--- config.mk ---
export PLATFORM = sky130hd
export DESIGN_NAME = switch_arbiter_flat
export DESIGN_NICKNAME = d
export VERILOG_FILES = /design/src/rtl/switch_arbiter_if.sv /design/src/rtl/switch_arbiter.sv /design/src/flat_wrapper.sv
export SDC_FILE = /design/constraint.sdc
export NUM_CORES = 1
export LEC_CHECK = 0
export ABC_AREA = 1
export BUFFER_PORTS_ARGS = -buffer_cell sky130_fd_sc_hd__buf_2
export CAP_MARGIN = 30
export CORE_MARGIN = 1
export CORE_UTILIZATION = 61
export DETAILED_ROUTE_END_ITERATION = 8
export PLACE_DENSITY = 0.86
export SYNTH_ARGS = -nofsm -noshare
export SYNTH_HDL_FRONTEND = slang
export SYNTH_SLANG_ARGS = --single-unit
--- constraint.sdc ---
create_clock -name clk -period 7.1 [get_ports clk]
set_input_delay 0.71 -clock clk [delete_from_list [all_inputs] [get_ports clk]]
set_output_delay 0.71 -clock clk [all_outputs]
set_load 0.01 [all_outputs]
--- src/rtl/switch_arbiter_if.sv ---
// Arbiter-facing bundle for the 4-port switch: FIFO head-of-line requests in,
// grants, crossbar mux selects and output-valid strobes out.
interface switch_arbiter_if;
    logic [3:0] req;
    logic [3:0] target0;
    logic [3:0] target1;
    logic [3:0] target2;
    logic [3:0] target3;
    logic [3:0] grant;
    logic [1:0] mux_select0;
    logic [1:0] mux_select1;
    logic [1:0] mux_select2;
    logic [1:0] mux_select3;
    logic [3:0] out_valid;
    logic       drop_pulse;

    // Switch side: presents FIFO heads, consumes grants and mux controls.
    modport master (
        output req, target0, target1, target2, target3,
        input  grant, mux_select0, mux_select1, mux_select2, mux_select3,
        input  out_valid, drop_pulse
    );

    // Arbiter side.
    modport slave (
        input  req, target0, target1, target2, target3,
        output grant, mux_select0, mux_select1, mux_select2, mux_select3,
        output out_valid, drop_pulse
    );
endinterface

--- src/rtl/switch_arbiter.sv ---
// Round-robin crossbar arbiter: grants conflict-free input->output sets in ARB,
// holds them for one XFER cycle while the granted FIFOs pop.
module switch_arbiter #(
    parameter int unsigned NUM_PORTS = 4,
    parameter int unsigned RST_PTR   = 0
) (
    input  logic            clk,
    input  logic            rst,
    switch_arbiter_if.slave bus
);
    localparam int unsigned NP = 4;
    localparam int unsigned PW = 2;

    if (NUM_PORTS != NP) begin : g_bad_num_ports
        $error("switch_arbiter supports only NUM_PORTS = 4");
    end

    typedef enum logic {ARB = 1'b0, XFER = 1'b1} state_t;

    state_t          r_state;
    logic [PW-1:0]   r_ptr;
    logic [NP-1:0]   r_grant;
    logic [NP-1:0]   r_out_valid;
    logic            r_drop;
    logic [PW-1:0]   r_mux_sel [NP];

    logic [NP-1:0]   w_target [NP];
    logic [NP-1:0]   w_claimed;
    logic [NP-1:0]   w_win;
    logic            w_drop_any;
    logic            w_found;
    logic [PW-1:0]   w_first;
    logic [PW-1:0]   w_idx;
    logic [PW-1:0]   w_alloc_mux [NP];

    state_t          w_state_nxt;
    logic [PW-1:0]   w_ptr_nxt;
    logic [NP-1:0]   w_grant_nxt;
    logic [NP-1:0]   w_out_valid_nxt;
    logic            w_drop_nxt;
    logic [PW-1:0]   w_mux_nxt [NP];

    assign w_target[0] = bus.target0;
    assign w_target[1] = bus.target1;
    assign w_target[2] = bus.target2;
    assign w_target[3] = bus.target3;

    // Single-pass allocation in visit order; a multicast head claims all of its
    // outputs or nothing, and a zero-target head is granted purely to flush it.
    always_comb begin
        w_claimed   = '0;
        w_win       = '0;
        w_drop_any  = 1'b0;
        w_found     = 1'b0;
        w_first     = r_ptr;
        w_idx       = r_ptr;
        for (int j = 0; j < NP; j++) begin
            w_alloc_mux[j] = r_mux_sel[j];
        end
        for (int k = 0; k < NP; k++) begin
            w_idx = PW'(r_ptr + PW'(k));
            if (bus.req[w_idx]) begin
                if (w_target[w_idx] == '0) begin
                    w_win[w_idx] = 1'b1;
                    w_drop_any   = 1'b1;
                    if (!w_found) begin
                        w_found = 1'b1;
                        w_first = w_idx;
                    end
                end else if ((w_target[w_idx] & w_claimed) == '0) begin
                    w_win[w_idx] = 1'b1;
                    w_claimed    = w_claimed | w_target[w_idx];
                    for (int j = 0; j < NP; j++) begin
                        if (w_target[w_idx][j]) begin
                            w_alloc_mux[j] = w_idx;
                        end
                    end
                    if (!w_found) begin
                        w_found = 1'b1;
                        w_first = w_idx;
                    end
                end
            end
        end
    end

    // Next state and registered-output values.
    always_comb begin
        w_state_nxt     = r_state;
        w_ptr_nxt       = r_ptr;
        w_grant_nxt     = '0;
        w_out_valid_nxt = '0;
        w_drop_nxt      = 1'b0;
        for (int j = 0; j < NP; j++) begin
            w_mux_nxt[j] = r_mux_sel[j];
        end
        case (r_state)
            ARB: begin
                if (w_found) begin
                    w_state_nxt     = XFER;
                    w_grant_nxt     = w_win;
                    w_out_valid_nxt = w_claimed;
                    w_drop_nxt      = w_drop_any;
                    w_ptr_nxt       = PW'(w_first + PW'(1));
                    for (int j = 0; j < NP; j++) begin
                        w_mux_nxt[j] = w_alloc_mux[j];
                    end
                end
            end
            XFER: begin
                w_state_nxt = ARB;
            end
            default: begin
                w_state_nxt = ARB;
            end
        endcase
    end

    always_ff @(posedge clk) begin
        if (rst) begin
            r_state     <= ARB;
            r_ptr       <= PW'(RST_PTR);
            r_grant     <= '0;
            r_out_valid <= '0;
            r_drop      <= 1'b0;
            for (int j = 0; j < NP; j++) begin
                r_mux_sel[j] <= '0;
            end
        end else begin
            r_state     <= w_state_nxt;
            r_ptr       <= w_ptr_nxt;
            r_grant     <= w_grant_nxt;
            r_out_valid <= w_out_valid_nxt;
            r_drop      <= w_drop_nxt;
            for (int j = 0; j < NP; j++) begin
                r_mux_sel[j] <= w_mux_nxt[j];
            end
        end
    end

    assign bus.grant       = r_grant;
    assign bus.out_valid   = r_out_valid;
    assign bus.drop_pulse  = r_drop;
    assign bus.mux_select0 = r_mux_sel[0];
    assign bus.mux_select1 = r_mux_sel[1];
    assign bus.mux_select2 = r_mux_sel[2];
    assign bus.mux_select3 = r_mux_sel[3];
endmodule

--- src/flat_wrapper.sv ---
// flat-port wrapper written by rule: the top's interface ports become plain ports
module switch_arbiter_flat 
#(
    parameter int unsigned NUM_PORTS = 4,
    parameter int unsigned RST_PTR   = 0
)
  (clk, rst, bus_req, bus_target0, bus_target1, bus_target2, bus_target3, bus_grant, bus_mux_select0, bus_mux_select1, bus_mux_select2, bus_mux_select3, bus_out_valid, bus_drop_pulse);
  switch_arbiter_if bus_i ();
  input  logic clk;
  input  logic rst;
  input wire logic [$bits(bus_i.req)-1:0] bus_req;
  input wire logic [$bits(bus_i.target0)-1:0] bus_target0;
  input wire logic [$bits(bus_i.target1)-1:0] bus_target1;
  input wire logic [$bits(bus_i.target2)-1:0] bus_target2;
  input wire logic [$bits(bus_i.target3)-1:0] bus_target3;
  output wire logic [$bits(bus_i.grant)-1:0] bus_grant;
  output wire logic [$bits(bus_i.mux_select0)-1:0] bus_mux_select0;
  output wire logic [$bits(bus_i.mux_select1)-1:0] bus_mux_select1;
  output wire logic [$bits(bus_i.mux_select2)-1:0] bus_mux_select2;
  output wire logic [$bits(bus_i.mux_select3)-1:0] bus_mux_select3;
  output wire logic [$bits(bus_i.out_valid)-1:0] bus_out_valid;
  output wire logic [$bits(bus_i.drop_pulse)-1:0] bus_drop_pulse;
  assign bus_i.req = bus_req;
  assign bus_i.target0 = bus_target0;
  assign bus_i.target1 = bus_target1;
  assign bus_i.target2 = bus_target2;
  assign bus_i.target3 = bus_target3;
  assign bus_grant = bus_i.grant;
  assign bus_mux_select0 = bus_i.mux_select0;
  assign bus_mux_select1 = bus_i.mux_select1;
  assign bus_mux_select2 = bus_i.mux_select2;
  assign bus_mux_select3 = bus_i.mux_select3;
  assign bus_out_valid = bus_i.out_valid;
  assign bus_drop_pulse = bus_i.drop_pulse;
  switch_arbiter #(.NUM_PORTS(NUM_PORTS), .RST_PTR(RST_PTR)) u_core (.clk(clk), .rst(rst), .bus(bus_i));
endmodule
Word level (Yosys, flattened, before mapping)
Memories as Yosys holds them, arrays and structs flattened.
Index checks and enable logic that the tools add are counted.
- add/subtract/negate cells: 4
- $lt $le $gt $ge: 12
- multiplexer cells: 117
- bitwise operators: 19
- reduce and logical (&&, ||, !) cells: 13
- operators with widths (operator ; count):
    two-way mux 4 bit ; 29
    two-way mux 8 bit ; 13
    two-way mux 2 bit ; 32
    binary-select mux 4 bit (select 2 bit) ; 4
    two-way mux 1 bit ; 30
    logical NOT 4 bit ; 7
    bitwise OR 4 bit ; 6
    AND 4 bit ; 3
    >= comparator 3 bit, second input constant ; 4
    less-than comparator 2 x 3 -> 1 bit, second input constant ; 4
    inverter 2 -> 3 bit ; 4
    binary-select mux 1 bit (select 2 bit) ; 4
    demux 1 bit (select 2 bit) ; 4
    >= comparator 2 x 1 -> 1 bit, second input constant ; 4
    adder 2 x 1 -> 2 bit, second input constant ; 2
    adder 2 bit, second input constant ; 2
    logical AND 1 bit ; 4
    bitwise OR 1 bit ; 4
    OR reduction 3 bit ; 1
    inverter 1 bit ; 2
    one-hot mux 1 bit (2 select lines) ; 1
    AND reduction 2 bit ; 1
- flip-flop bits (word level): 12
- bits in writable memories: 8
- input port bits: 22
- output and inout port bits: 17
- logic and storage cells: 171
- memories: 1
- memory list (name ; depth ; bits a word ; rd ports ; clocked after memory_dff ; wr ports ; line ; source):
    u_core.r_mux_sel ; 4 ; 2 ; 4 ; 0 ; 4 ; switch_arbiter.sv:25 ; logic [PW-1:0] r_mux_sel [NP];

Longest topological paths before layout
- word-level depth: 25
- mapped depth: 25

Worst setup path before layout
Ideal clock, no wire load.
- path type: register to register
- from: register u_core.r_ptr[0]
- to: memory u_core.r_mux_sel[3][0], in the netlist u_core.r_mux_sel[0][6]
- library setup time: 0.070 ns
- data arrival time: 2.886 ns
- required time: 7.030 ns
- path slack: 4.144 ns
- cell stages (with the launch flop): 26
- buffers on the path: 2
- period minus slack after synthesis: 2.956 ns
- cell sequence: dfxtp_1 > inv_2 > buf_4 > ha_1 > inv_1 > clkbuf_1 > nand3_1 > nand2_1 > nand3_1 > nand2_1 > nor2_4 > nand2_1 > nand2_1 > nand2_1 > nand2_2 > nor2_4 > nand2_2 > nand2_1 > nand2_1 > nand2_2 > nor2_8 > nand2_2 > nand2_1 > nand2_1 > nand2_1 > a21oi_1
- RTL lines (what ; line ; source):
    start: declaration ; switch_arbiter.sv:21 ; logic [PW-1:0] r_ptr;
    start signal: assignment ; switch_arbiter.sv:122 ; r_ptr <= PW'(RST_PTR);
    start signal: assignment ; switch_arbiter.sv:131 ; r_ptr <= w_ptr_nxt;
    end: declaration ; switch_arbiter.sv:25 ;

==> impl_metrics.toml <==
[timing]
relSlewSlack_pct = 45.0
finalSetupViolations = 0
hold_viol = 0
period_share_pct = 56.4
period_minus_slack_ps = 4000
clock-skew-final_ps = 20.4
worstMarginPinSlew_ps = 816
rsz0062_at_grt = "no"
setup_tns_ps = 0
max_freq_ghz = 0.250
maxSlewViolCount = 0

[floorplanning]
coreArea_um2 = 3360
num_rows = 21
dieArea_um2 = 3800
ios = 39
chipWidth_um = 61.7
die_h_um = 61.7
initial_core_util_pct = 64.6

[route]
drc_errors = 0
antenna_left = 0
avgRoutedWirePerCell_um = 14.0
num_vias = 2761
dr.first_iter.drc_count = 256
dr.pass1.iters = 8
routed_via_density = 5.81
wirelength_mm = 6.63

[critical_path]
cpMostUsedCell = "nand2_1"
critical_path.cell_chain = "inv_2 > ha_1 > inv_1 > nand3_1 > nand2_1 > nand3_1 > nand2_1 > nor2_4 > nand2_1 > nand2_1 > nand2_1 > nand2_2 > nor2_4 > nand2_2 > nand2_1 > nand2_1 > nand2_2 > nor2_8 > nand3_1 > nand2_1 > nand3_1 > nand2_1 > inv_1"
worst_path_largest_cell_delay_ps = 740
crit_arrival_ps = 4210
path_class = "flop to flop"
crit_path_max_fanout = 17
cp_slowest_cell = "dfxtp_1"
cp-end-kind = "flop"
startpoint_type = "flop"
required_ps = 7300

[cts]
post-cts-setup-buffers = 0
numCtsBuffers = 3
clockRootBuffer = "clkbuf_4"
post_cts_resized = 0
cts_tree = "yes"
cts.htree.levels = 1
hold_buffers = 0
clkSinkCount = 20
clk_pin_slew_ps = 130
clk_latency_ps = 320
cts_buffer_depth = 2

[logic_synthesis]
syn_avg_cell_area_um2 = 5.49
syn-cell-area_um2 = 2170
syn-num-nets = 422
yosysWarningCount = 0
synth_sequential_area_ratio_pct = 18.4
ys_ff_latch = 20
synthCells = 396
synth_cell_types = 35

[global_routing]
grt_pass1_wl_mm = 9.98
antenna_found_initial = 0
grt_max_degree = 34
track_usage_pct = 35.8
grt_pass1_vias = 2363
grt_overflow_total = 0

[placement]
dp_hpwl_mm = 5.14
io_buffers = 38
routabilityCongestion = 1.03

[final_layout]
final_layout_size_suffix_gt1_share_pct = 15.4
final_cell_mix = "154 x nand2_1, 58 x inv_1, 41 x nand3_1"
num-nets-final = 456
antenna_cells = 0
layout_commonest_cell = "nand2_1"
area_growth_pct = 11.8

[job]
maxCapViolations = 0

[hold_path]
hold_path_class = "flop to flop"

[outcome]
run_status = "finished, final reports clean"
-- area by class of cell --
cell class	count	area (µm²)
multi-input cells	304	1490
fillers	346	936
flip-flops and latches	20	400
inverters	62	233
repair buffers	39	198
well taps	46	57.6
clock inverters	1	30.0
clock buffers	3	22.5
-- critical path: cells and delay by family (launching register included) --
family,cells,cell delay [ps]
and+or+nand+nor,19,2010
DFF,1,740
adders and majority gates,1,560
buffers and inverters,3,560
-- Yosys cell counts (all sizes together) --
cell type  count  area [µm²]
nand3         42         215
nor4           3        18.8
ha             4        50.1
nand3b         4        30.0
nor3           1        10.0
clkinv         1        3.75
o31ai          1        7.51
a31oi          6        37.5
mux2i          2        20.0
o221ai         7        61.3
o21ai         20         104
inv           61         229
a21oi         13        65.1
o211ai         1        7.51
clkbuf         3        11.3
nand2        165         647
o22ai          1        6.26
o41ai          1        8.76
buf            7        41.3
nor2          23         118
a22o           2        17.5
a41oi          1        8.76
a31o           3        26.3
dfxtp         20         400
nand4          3        18.8
xor2           1        8.76
-- logic make-up (layout without fill, tap and decap cells) --
kind of cell / count (synthesis) / count (layout) / synth area share [%]
adder cells (fa/ha/maj): 4 / 4 / 2.30
XOR/XNOR: 1 / 1 / 0.403
AND/OR/NAND/NOR: 241 / 241 / 48.7
flip-flops: 20 / 20 / 18.4
multiplexers: 2 / 2 / 0.922
buffers and inverters: 72 / 105 / 13.1
AO/OA/AOI/OAI: 56 / 56 / 16.1
-- worst paths after layout --
check / cells past startpoint / startpoint / to / slack, ps
setup / recovery: 23 / u_core.r_ptr[1] / u_core.r_mux_sel[0][2] / 3100
hold / removal: 2 / u_core.r_mux_sel[0][6] / u_core.r_mux_sel[0][6] / 580
setup reg to reg: 23 / u_core.r_ptr[1] / u_core.r_mux_sel[0][2] / 3100
hold reg to reg: 2 / u_core.r_mux_sel[0][6] / u_core.r_mux_sel[0][6] / 580
-- sequential cells by signal (all words and copies together) (netlist names) --
register	count
u_core.r_mux_sel	8
u_core.r_state	1
u_core.r_ptr	2
u_core.bus.out_valid	4
u_core.bus.drop_pulse	1
u_core.bus.grant	4
-- metal layers --
metal / wire length, µm / vias up / GRT usage (%)
met5: 0 / - / 0
met4: 253 / 0 / 16.2
met3: 562 / 32 / 5.88
met2: 3200 / 166 / 63.4
met1: 2610 / 1218 / 42.0
li1: - / 1345 / -
-- stage by stage --
| step | instances | setup WS (ps) | hold slack (ps) | area, µm² | utilization, % |
|---|---|---|---|---|---|
| after global routing | 475 | 2850 | 642 | 2430 | 72.2 |
| after floorplan | 396 | 4140 | 565 | 2170 | - |
| after detailed placement | 471 | 3290 | 556 | 2370 | 70.6 |
| after CTS | 475 | 3220 | 579 | 2430 | 72.2 |
| final | 475 | 3100 | 579 | 2430 | 72.2 |
| after global placement | 471 | 3460 | 555 | 2370 | 70.6 |
Power is left out: the tool's default activity adds up to more than one toggle a clock period on the data nets, which glitch-free logic cannot reach.
